===== src/rtl/pong_paddle_ctrl_pkg.sv =====
// Shared types and screen geometry for the Pong paddle controller.
package pong_pkg;

  typedef enum logic [1:0] {
    IDLE      = 2'd0,
    MOVE_UP   = 2'd1,
    MOVE_DOWN = 2'd2,
    HOLD      = 2'd3
  } paddle_state_e;

  localparam int V_RES       = 480;
  localparam int PADDLE_H    = 60;
  localparam int POS_MAX_DEF = V_RES - PADDLE_H;

  // Both buttons together cancel out rather than favouring one direction.
  function automatic paddle_state_e decode_dir(input logic up, input logic down);
    case ({up, down})
      2'b10:   return MOVE_UP;
      2'b01:   return MOVE_DOWN;
      2'b11:   return HOLD;
      default: return IDLE;
    endcase
  endfunction

endpackage


===== src/rtl/pong_paddle_ctrl_if.sv =====
// Button/pause inputs and paddle status outputs between the board side and the paddle controller.
interface pong_paddle_ctrl_if #(
  parameter int POS_W = 10
);
  logic             btn_up;
  logic             btn_down;
  logic             freeze;
  logic             recenter;
  logic [POS_W-1:0] paddle_pos;
  logic             up_db;
  logic             down_db;
  logic             at_top;
  logic             at_bottom;

  modport master (
    output btn_up, btn_down, freeze, recenter,
    input  paddle_pos, up_db, down_db, at_top, at_bottom
  );

  modport slave (
    input  btn_up, btn_down, freeze, recenter,
    output paddle_pos, up_db, down_db, at_top, at_bottom
  );
endinterface


===== src/rtl/pong_paddle_ctrl_debounce.sv =====
// Two-flop synchroniser plus tick-gated debounce counter for one raw push-button.
module btn_debounce #(
  parameter int DEBOUNCE_TICKS = 200
) (
  input  logic clk,
  input  logic rst,
  input  logic tick,
  input  logic raw,
  output logic db
);

  localparam int            CW   = $clog2(DEBOUNCE_TICKS + 1);
  localparam logic [CW-1:0] LAST = CW'(DEBOUNCE_TICKS - 1);

  logic          raw_p0;
  logic          raw_p1;
  logic [CW-1:0] cnt;

  always_ff @(posedge clk or negedge rst) begin
    if (!rst) begin
      raw_p0 <= 1'b0;
      raw_p1 <= 1'b0;
      cnt    <= '0;
      db     <= 1'b0;
    end else begin
      raw_p0 <= raw;
      raw_p1 <= raw_p0;
      // A disagreement must persist for DEBOUNCE_TICKS consecutive ticks to flip db.
      if (tick) begin
        if (raw_p1 == db) begin
          cnt <= '0;
        end else if (cnt == LAST) begin
          db  <= ~db;
          cnt <= '0;
        end else begin
          cnt <= cnt + CW'(1);
        end
      end
    end
  end

endmodule


===== src/rtl/pong_paddle_ctrl.sv =====
// Debounced, rate-limited, bounded paddle Y position driven by up/down buttons on a 10 kHz timebase.
module pong_paddle_ctrl
  import pong_pkg::*;
#(
  parameter int DEBOUNCE_TICKS = 200,
  parameter int MOVE_TICKS     = 50,
  parameter int STEP           = 1,
  parameter int POS_W          = 10,
  parameter int POS_MIN        = 0,
  parameter int POS_MAX        = POS_MAX_DEF,
  parameter int POS_INIT       = 210
) (
  input  logic                    clk,
  input  logic                    rst,
  input  logic                    clk_10kHz,
  pong_paddle_ctrl_if.slave       bus
);

  localparam logic [1:0] ST_IDLE = IDLE;
  localparam logic [1:0] ST_UP   = MOVE_UP;
  localparam logic [1:0] ST_DOWN = MOVE_DOWN;

  localparam int             MW     = $clog2(MOVE_TICKS + 1);
  localparam logic [MW-1:0]  M_LAST = MW'(MOVE_TICKS - 1);
  localparam logic [POS_W:0] MIN_X  = (POS_W+1)'(POS_MIN);
  localparam logic [POS_W:0] MAX_X  = (POS_W+1)'(POS_MAX);
  localparam logic [POS_W:0] STEP_X = (POS_W+1)'(STEP);

  // One extra bit keeps pos+STEP and the lower-bound test free of wrap-around.
  function automatic logic [POS_W-1:0] step_pos(input logic [POS_W-1:0] pos, input logic down);
    logic [POS_W:0] ext;
    ext = {1'b0, pos};
    if (down) begin
      ext = ext + STEP_X;
      if (ext > MAX_X) ext = MAX_X;
    end else begin
      if (ext < MIN_X + STEP_X) ext = MIN_X;
      else                      ext = ext - STEP_X;
    end
    return ext[POS_W-1:0];
  endfunction

  logic             ck_p0, ck_p1, ck_p2;
  logic [1:0]       warm;
  logic             tick;
  logic             up_db, down_db;
  logic [1:0]       state, nxt;
  logic [MW-1:0]    move_cnt;
  logic [POS_W-1:0] pos_q;

  // Timebase sync; warm gates tick until ck_p2 holds a genuinely sampled level.
  always_ff @(posedge clk or negedge rst) begin
    if (!rst) begin
      ck_p0 <= 1'b0;
      ck_p1 <= 1'b0;
      ck_p2 <= 1'b0;
      warm  <= 2'd0;
    end else begin
      ck_p0 <= clk_10kHz;
      ck_p1 <= ck_p0;
      ck_p2 <= ck_p1;
      if (warm != 2'd3) warm <= warm + 2'd1;
    end
  end

  assign tick = ck_p1 & ~ck_p2 & (warm == 2'd3);

  btn_debounce #(.DEBOUNCE_TICKS(DEBOUNCE_TICKS)) u_up (
    .clk(clk), .rst(rst), .tick(tick), .raw(bus.btn_up), .db(up_db)
  );

  btn_debounce #(.DEBOUNCE_TICKS(DEBOUNCE_TICKS)) u_down (
    .clk(clk), .rst(rst), .tick(tick), .raw(bus.btn_down), .db(down_db)
  );

  assign nxt = decode_dir(up_db, down_db);

  // Motion: recenter wins over everything, then state change, then a tick-gated step.
  always_ff @(posedge clk or negedge rst) begin
    if (!rst) begin
      state    <= ST_IDLE;
      move_cnt <= '0;
      pos_q    <= POS_W'(POS_INIT);
    end else begin
      state <= nxt;
      if (bus.recenter) begin
        pos_q    <= POS_W'(POS_INIT);
        move_cnt <= '0;
      end else if (nxt != state) begin
        move_cnt <= '0;
      end else if (tick && !bus.freeze && (state == ST_UP || state == ST_DOWN)) begin
        if (move_cnt == M_LAST) begin
          move_cnt <= '0;
          pos_q    <= step_pos(pos_q, state == ST_DOWN);
        end else begin
          move_cnt <= move_cnt + MW'(1);
        end
      end
    end
  end

  assign bus.paddle_pos = pos_q;
  assign bus.up_db      = up_db;
  assign bus.down_db    = down_db;
  assign bus.at_top     = (pos_q == POS_W'(POS_MIN));
  assign bus.at_bottom  = (pos_q == POS_W'(POS_MAX));

endmodule

===== src/flat_wrapper.sv =====
// flat-port wrapper written by rule: the top's interface ports become plain ports
module pong_paddle_ctrl_flat import pong_pkg::*;
#(
  parameter int DEBOUNCE_TICKS = 200,
  parameter int MOVE_TICKS     = 50,
  parameter int STEP           = 1,
  parameter int POS_W          = 10,
  parameter int POS_MIN        = 0,
  parameter int POS_MAX        = POS_MAX_DEF,
  parameter int POS_INIT       = 210
)
  (clk, rst, clk_10kHz, bus_btn_up, bus_btn_down, bus_freeze, bus_recenter, bus_paddle_pos, bus_up_db, bus_down_db, bus_at_top, bus_at_bottom);
  pong_paddle_ctrl_if #(.POS_W(POS_W)) bus_i ();
  input  logic clk;
  input  logic rst;
  input  logic clk_10kHz;
  input wire logic [$bits(bus_i.btn_up)-1:0] bus_btn_up;
  input wire logic [$bits(bus_i.btn_down)-1:0] bus_btn_down;
  input wire logic [$bits(bus_i.freeze)-1:0] bus_freeze;
  input wire logic [$bits(bus_i.recenter)-1:0] bus_recenter;
  output wire logic [$bits(bus_i.paddle_pos)-1:0] bus_paddle_pos;
  output wire logic [$bits(bus_i.up_db)-1:0] bus_up_db;
  output wire logic [$bits(bus_i.down_db)-1:0] bus_down_db;
  output wire logic [$bits(bus_i.at_top)-1:0] bus_at_top;
  output wire logic [$bits(bus_i.at_bottom)-1:0] bus_at_bottom;
  assign bus_i.btn_up = bus_btn_up;
  assign bus_i.btn_down = bus_btn_down;
  assign bus_i.freeze = bus_freeze;
  assign bus_i.recenter = bus_recenter;
  assign bus_paddle_pos = bus_i.paddle_pos;
  assign bus_up_db = bus_i.up_db;
  assign bus_down_db = bus_i.down_db;
  assign bus_at_top = bus_i.at_top;
  assign bus_at_bottom = bus_i.at_bottom;
  pong_paddle_ctrl #(.DEBOUNCE_TICKS(DEBOUNCE_TICKS), .MOVE_TICKS(MOVE_TICKS), .STEP(STEP), .POS_W(POS_W), .POS_MIN(POS_MIN), .POS_MAX(POS_MAX), .POS_INIT(POS_INIT)) u_core (.clk(clk), .rst(rst), .clk_10kHz(clk_10kHz), .bus(bus_i));
endmodule

===== config.mk =====
export PLATFORM = sky130hd
export DESIGN_NAME = pong_paddle_ctrl_flat
export DESIGN_NICKNAME = d
export VERILOG_FILES = /design/src/rtl/pong_paddle_ctrl_pkg.sv /design/src/rtl/pong_paddle_ctrl_if.sv /design/src/rtl/pong_paddle_ctrl_debounce.sv /design/src/rtl/pong_paddle_ctrl.sv /design/src/flat_wrapper.sv
export SDC_FILE = /design/constraint.sdc
export NUM_CORES = 1
export LEC_CHECK = 0
export BUFFER_PORTS_ARGS = -buffer_cell sky130_fd_sc_hd__clkbuf_2
export CAP_MARGIN = 20
export CORE_UTILIZATION = 43
export DETAILED_ROUTE_END_ITERATION = 7
export PLACE_DENSITY_LB_ADDON = 0.05
export RECOVER_POWER = 50
export SLEW_MARGIN = 0
export SYNTH_ARGS = -nofsm -noshare
export SYNTH_HDL_FRONTEND = slang
export SYNTH_SLANG_ARGS = --single-unit

===== constraint.sdc =====
create_clock -name clk -period 3.1 [get_ports clk]
set_input_delay 0.155 -clock clk [delete_from_list [all_inputs] [get_ports clk]]
set_output_delay 0.155 -clock clk [all_outputs]
set_load 0.02 [all_outputs]

==> results.cfg <==
[timing]
rsz0062_at_grt = false
setup_slack_ns = 0.6240
slew_viol_final = 37
setup-violations-final = 0
max_clock_freq_mhz = 403.9
min_period_ns = 2.476
clock_skew_ns = 0.01221
hold_violations = 0
finalCritPeriodShare = 0.7987
worst_slew_pin_slew_ns = 1.895
timing.slew.headroom = -0.2632
fin_tns_setup_ns = 0

[outcome]
violations = max-capacitance violations, max-slew violations
status = complete, but fails checks

[clock_tree]
cts.clk_slew.worst_paths_ns = 0.08
clk_latency_ns = 0.30
clockBufferDepth = 2
numClockSinks = 45
cts-root-buf = clkbuf_8
cts_tree = built
cts_made_buffers = 5
htreeDepth = 2
cts_resized = 0

[global_route]
grt_pass1_vias = 2116
grt_max_degree = 37
grt_pass1_wl_mm = 10.14
grt-ovfl-total = 0
grtUsageTotal = 0.2029
antenna_found_initial = 0

[pwr]
max-vdd-ir-drop_uv = 301.0
finalPower_mw = 1.177
powerDensity_mw_per_mm2 = 392.8
p_leak_nw = 1.255

[critical_path]
cp_max_fo = 8
crit_slowest_cell = dfstp_2
crit_chain = ha_1 -> nand2_1 -> or4_1 -> a21oi_1 -> o22ai_2 -> a21boi_1 -> o22ai_1
worstPathRequired_ns = 3.27
endpoint_kind = flop
criticalPathCategory = reg2reg
critical_path.top_delay_family = simple AND/OR/NAND/NOR gates
path_buf_inv = 0
critical_path.max_stage_delay_ns = 0.60
critPathArrivalTime_ns = 2.64
crit_path_start_kind = flop

[logic_synthesis]
synthTopCellsByCount = dfrtp_1, nand2_1, nor2_1, a21oi_1, o21ai_0
synth_edf_count = 0
ys_types = 62
syn_nets = 308
synth_warnings = 0
synth_top_area_frac = 0.3814
synth_async_sr_flop_share = 1.000
ys.flop_type = dfrtp_1
synthAdderAreaFrac = 0.04186
post-synth-top-count-cell = dfrtp_1
syn_avg_cell_area_sq_um = 9.213
synth_top_family_by_area = simple AND/OR/NAND/NOR gates
syn_inst = 292
syn_area_sq_mm = 0.002690
synthMuxAreaShare = 0.02791
yosys-top-cells-area = dfrtp_1, ha_1, dfstp_2, nand2_1, nor2_1
ys_seq_elements = 45
synth_seq_area_share = 0.4205
synth_top_cell_by_area = dfrtp_1
synth-xor-area-share = 0.05209
synth_compound_area_frac = 0.1847
synth-simple-area-share = 0.2330

[finish]
fin_area_sq_mm = 0.002995
drive_above_1_share = 0.1392
fin_nets = 331
diodes = 0
areaGrowthSynthToFinish_pct = 11.35

[placed_design]
hpwl_mm = 4.115
place_ws_ns = 0.6787
routabilityCongestion = 0.8266
dpl-instance-area_sq_mm = 0.002848
portBuffers = 20

[detailed_routing]
wl_per_cell_microns = 14.94
drt_iter0_markers = 251
drt_wl_total_mm = 5.841
drc = 0
viasPerCell = 5.762
route.vias.total = 2253
ant_nets = 0
drt_pass1_iterations = 5

[floorplanning]
dieArea_sq_mm = 0.006576
pin_count = 21
initial_core_util = 0.4490
core-area_sq_mm = 0.005991
fp.dieW_microns = 81.10
fp.dieH_microns = 81.10
rows = 28

[min_path]
hold_class = in2reg

[job]
max_cap_violations = 1
## logic make-up (layout without fill, tap and decap cells)
kind of cell,Yosys count,in the layout
xor gates and xnor gates,16,16
and+or+nand+nor,120,120
DFF,45,45
AOI/OAI and AO/OA,73,73
buffers and inverters,22,46
adders and majority gates,9,9
muxes,7,7
## layer usage
metal | global-route usage | share of wire | wire length [microns]
met1 | 0.2984 | 0.50 | 2894
met2 | 0.3025 | 0.45 | 2622
met3 | 0.04045 | 0.048 | 280
met4 | 0.05357 | 0.0074 | 43
met5 | 0 | 0 | 0
## worst reg2reg max path, delay by kind of cell (launching register included)
family	cells	cell delay (ns)
AOI/OAI and AO/OA	4	0.67
and+or+nand+nor	2	0.73
DFF	1	0.60
adders and majority gates	1	0.36
## what timing repair did
action	4_1_cts	5_1_grt
hold endpoints to repair	15	0
hold buffers	4	0
buffers inserted	0	0
## report_power, final
group,internal (mW),switching (mW),total (mW)
clock,0.241,0.203,0.445
sequential,0.614,0.0326,0.647
combinational,0.0384,0.0470,0.0853
## path summary, 6_finish.rpt
| check | from | to | slack, ns | cells past startpoint |
|---|---|---|---|---|
| setup / recovery | u_core.bus.paddle_pos[1]$_DFFE_PN1P_ | u_core.bus.paddle_pos[3]$_DFFE_PN0P_ | 0.62 | 7 |
| hold reg to reg | u_core.u_up.raw_p0$_DFF_PN0_ | u_core.u_up.raw_p1$_DFF_PN0_ | 0.35 | 0 |
| min in group asynchronous | rst | u_core.u_down.db$_DFFE_PN0P_ | 0.92 | 2 |
| max in group asynchronous | rst | u_core.bus.paddle_pos[6]$_DFFE_PN1P_ | 1.09 | 3 |
| setup reg to reg | u_core.bus.paddle_pos[1]$_DFFE_PN1P_ | u_core.bus.paddle_pos[3]$_DFFE_PN0P_ | 0.62 | 7 |
| hold / removal | bus_freeze | u_core.move_cnt[0]$_DFFE_PN0P_ | 0.27 | 4 |
## per-stage QoR
stage	util	hold WS (ns)	instances
final	0.5000	0.2717	391
after global routing	0.5000	0.2949	391
after CTS	0.5013	0.2685	391
after detailed placement	0.4754	0.2647	379
after global placement	0.4754	0.2637	379
after floorplan	-	-0.1406	292
## cell usage in the layout (no fill, tap or decap), drive strengths merged, types with 4 or more instances in the layout
cell         count
nand2           28
nor3            11
dlygate4sd3      4
nand3           13
and3             7
ha               9
o21ai           17
clkbuf          25
dfstp            4
a21oi           19
nand4            8
dfrtp           41
buf              5
or3              5
a31oi            4
mux2             4
xnor2            6
nor2            27
inv              9
xor2            10
## area by class of cell
cell class,instances,area (sq um)
well taps,75,93.84
clock inverters,3,46.29
fillers,579,2995
multi-input cells,225,1451
inverters,9,33.78
clock buffers,5,68.82
flip-flops and latches,45,1131
repair buffers,29,170.2
## sequential cells by signal, indices dropped and copies added, names as in the netlist
name,count
u_core.bus.paddle_pos,10
u_core.u_down.cnt,8
u_core.u_up.cnt,8
u_core.move_cnt,6
u_core.state,2
u_core.warm,2
u_core.ck_p0,1
u_core.ck_p1,1
u_core.ck_p2,1
u_core.u_down.db,1
u_core.u_down.raw_p0,1
u_core.u_down.raw_p1,1
u_core.u_up.db,1
u_core.u_up.raw_p0,1
u_core.u_up.raw_p1,1
No activity file was read; power rests on OpenSTA's default activity.
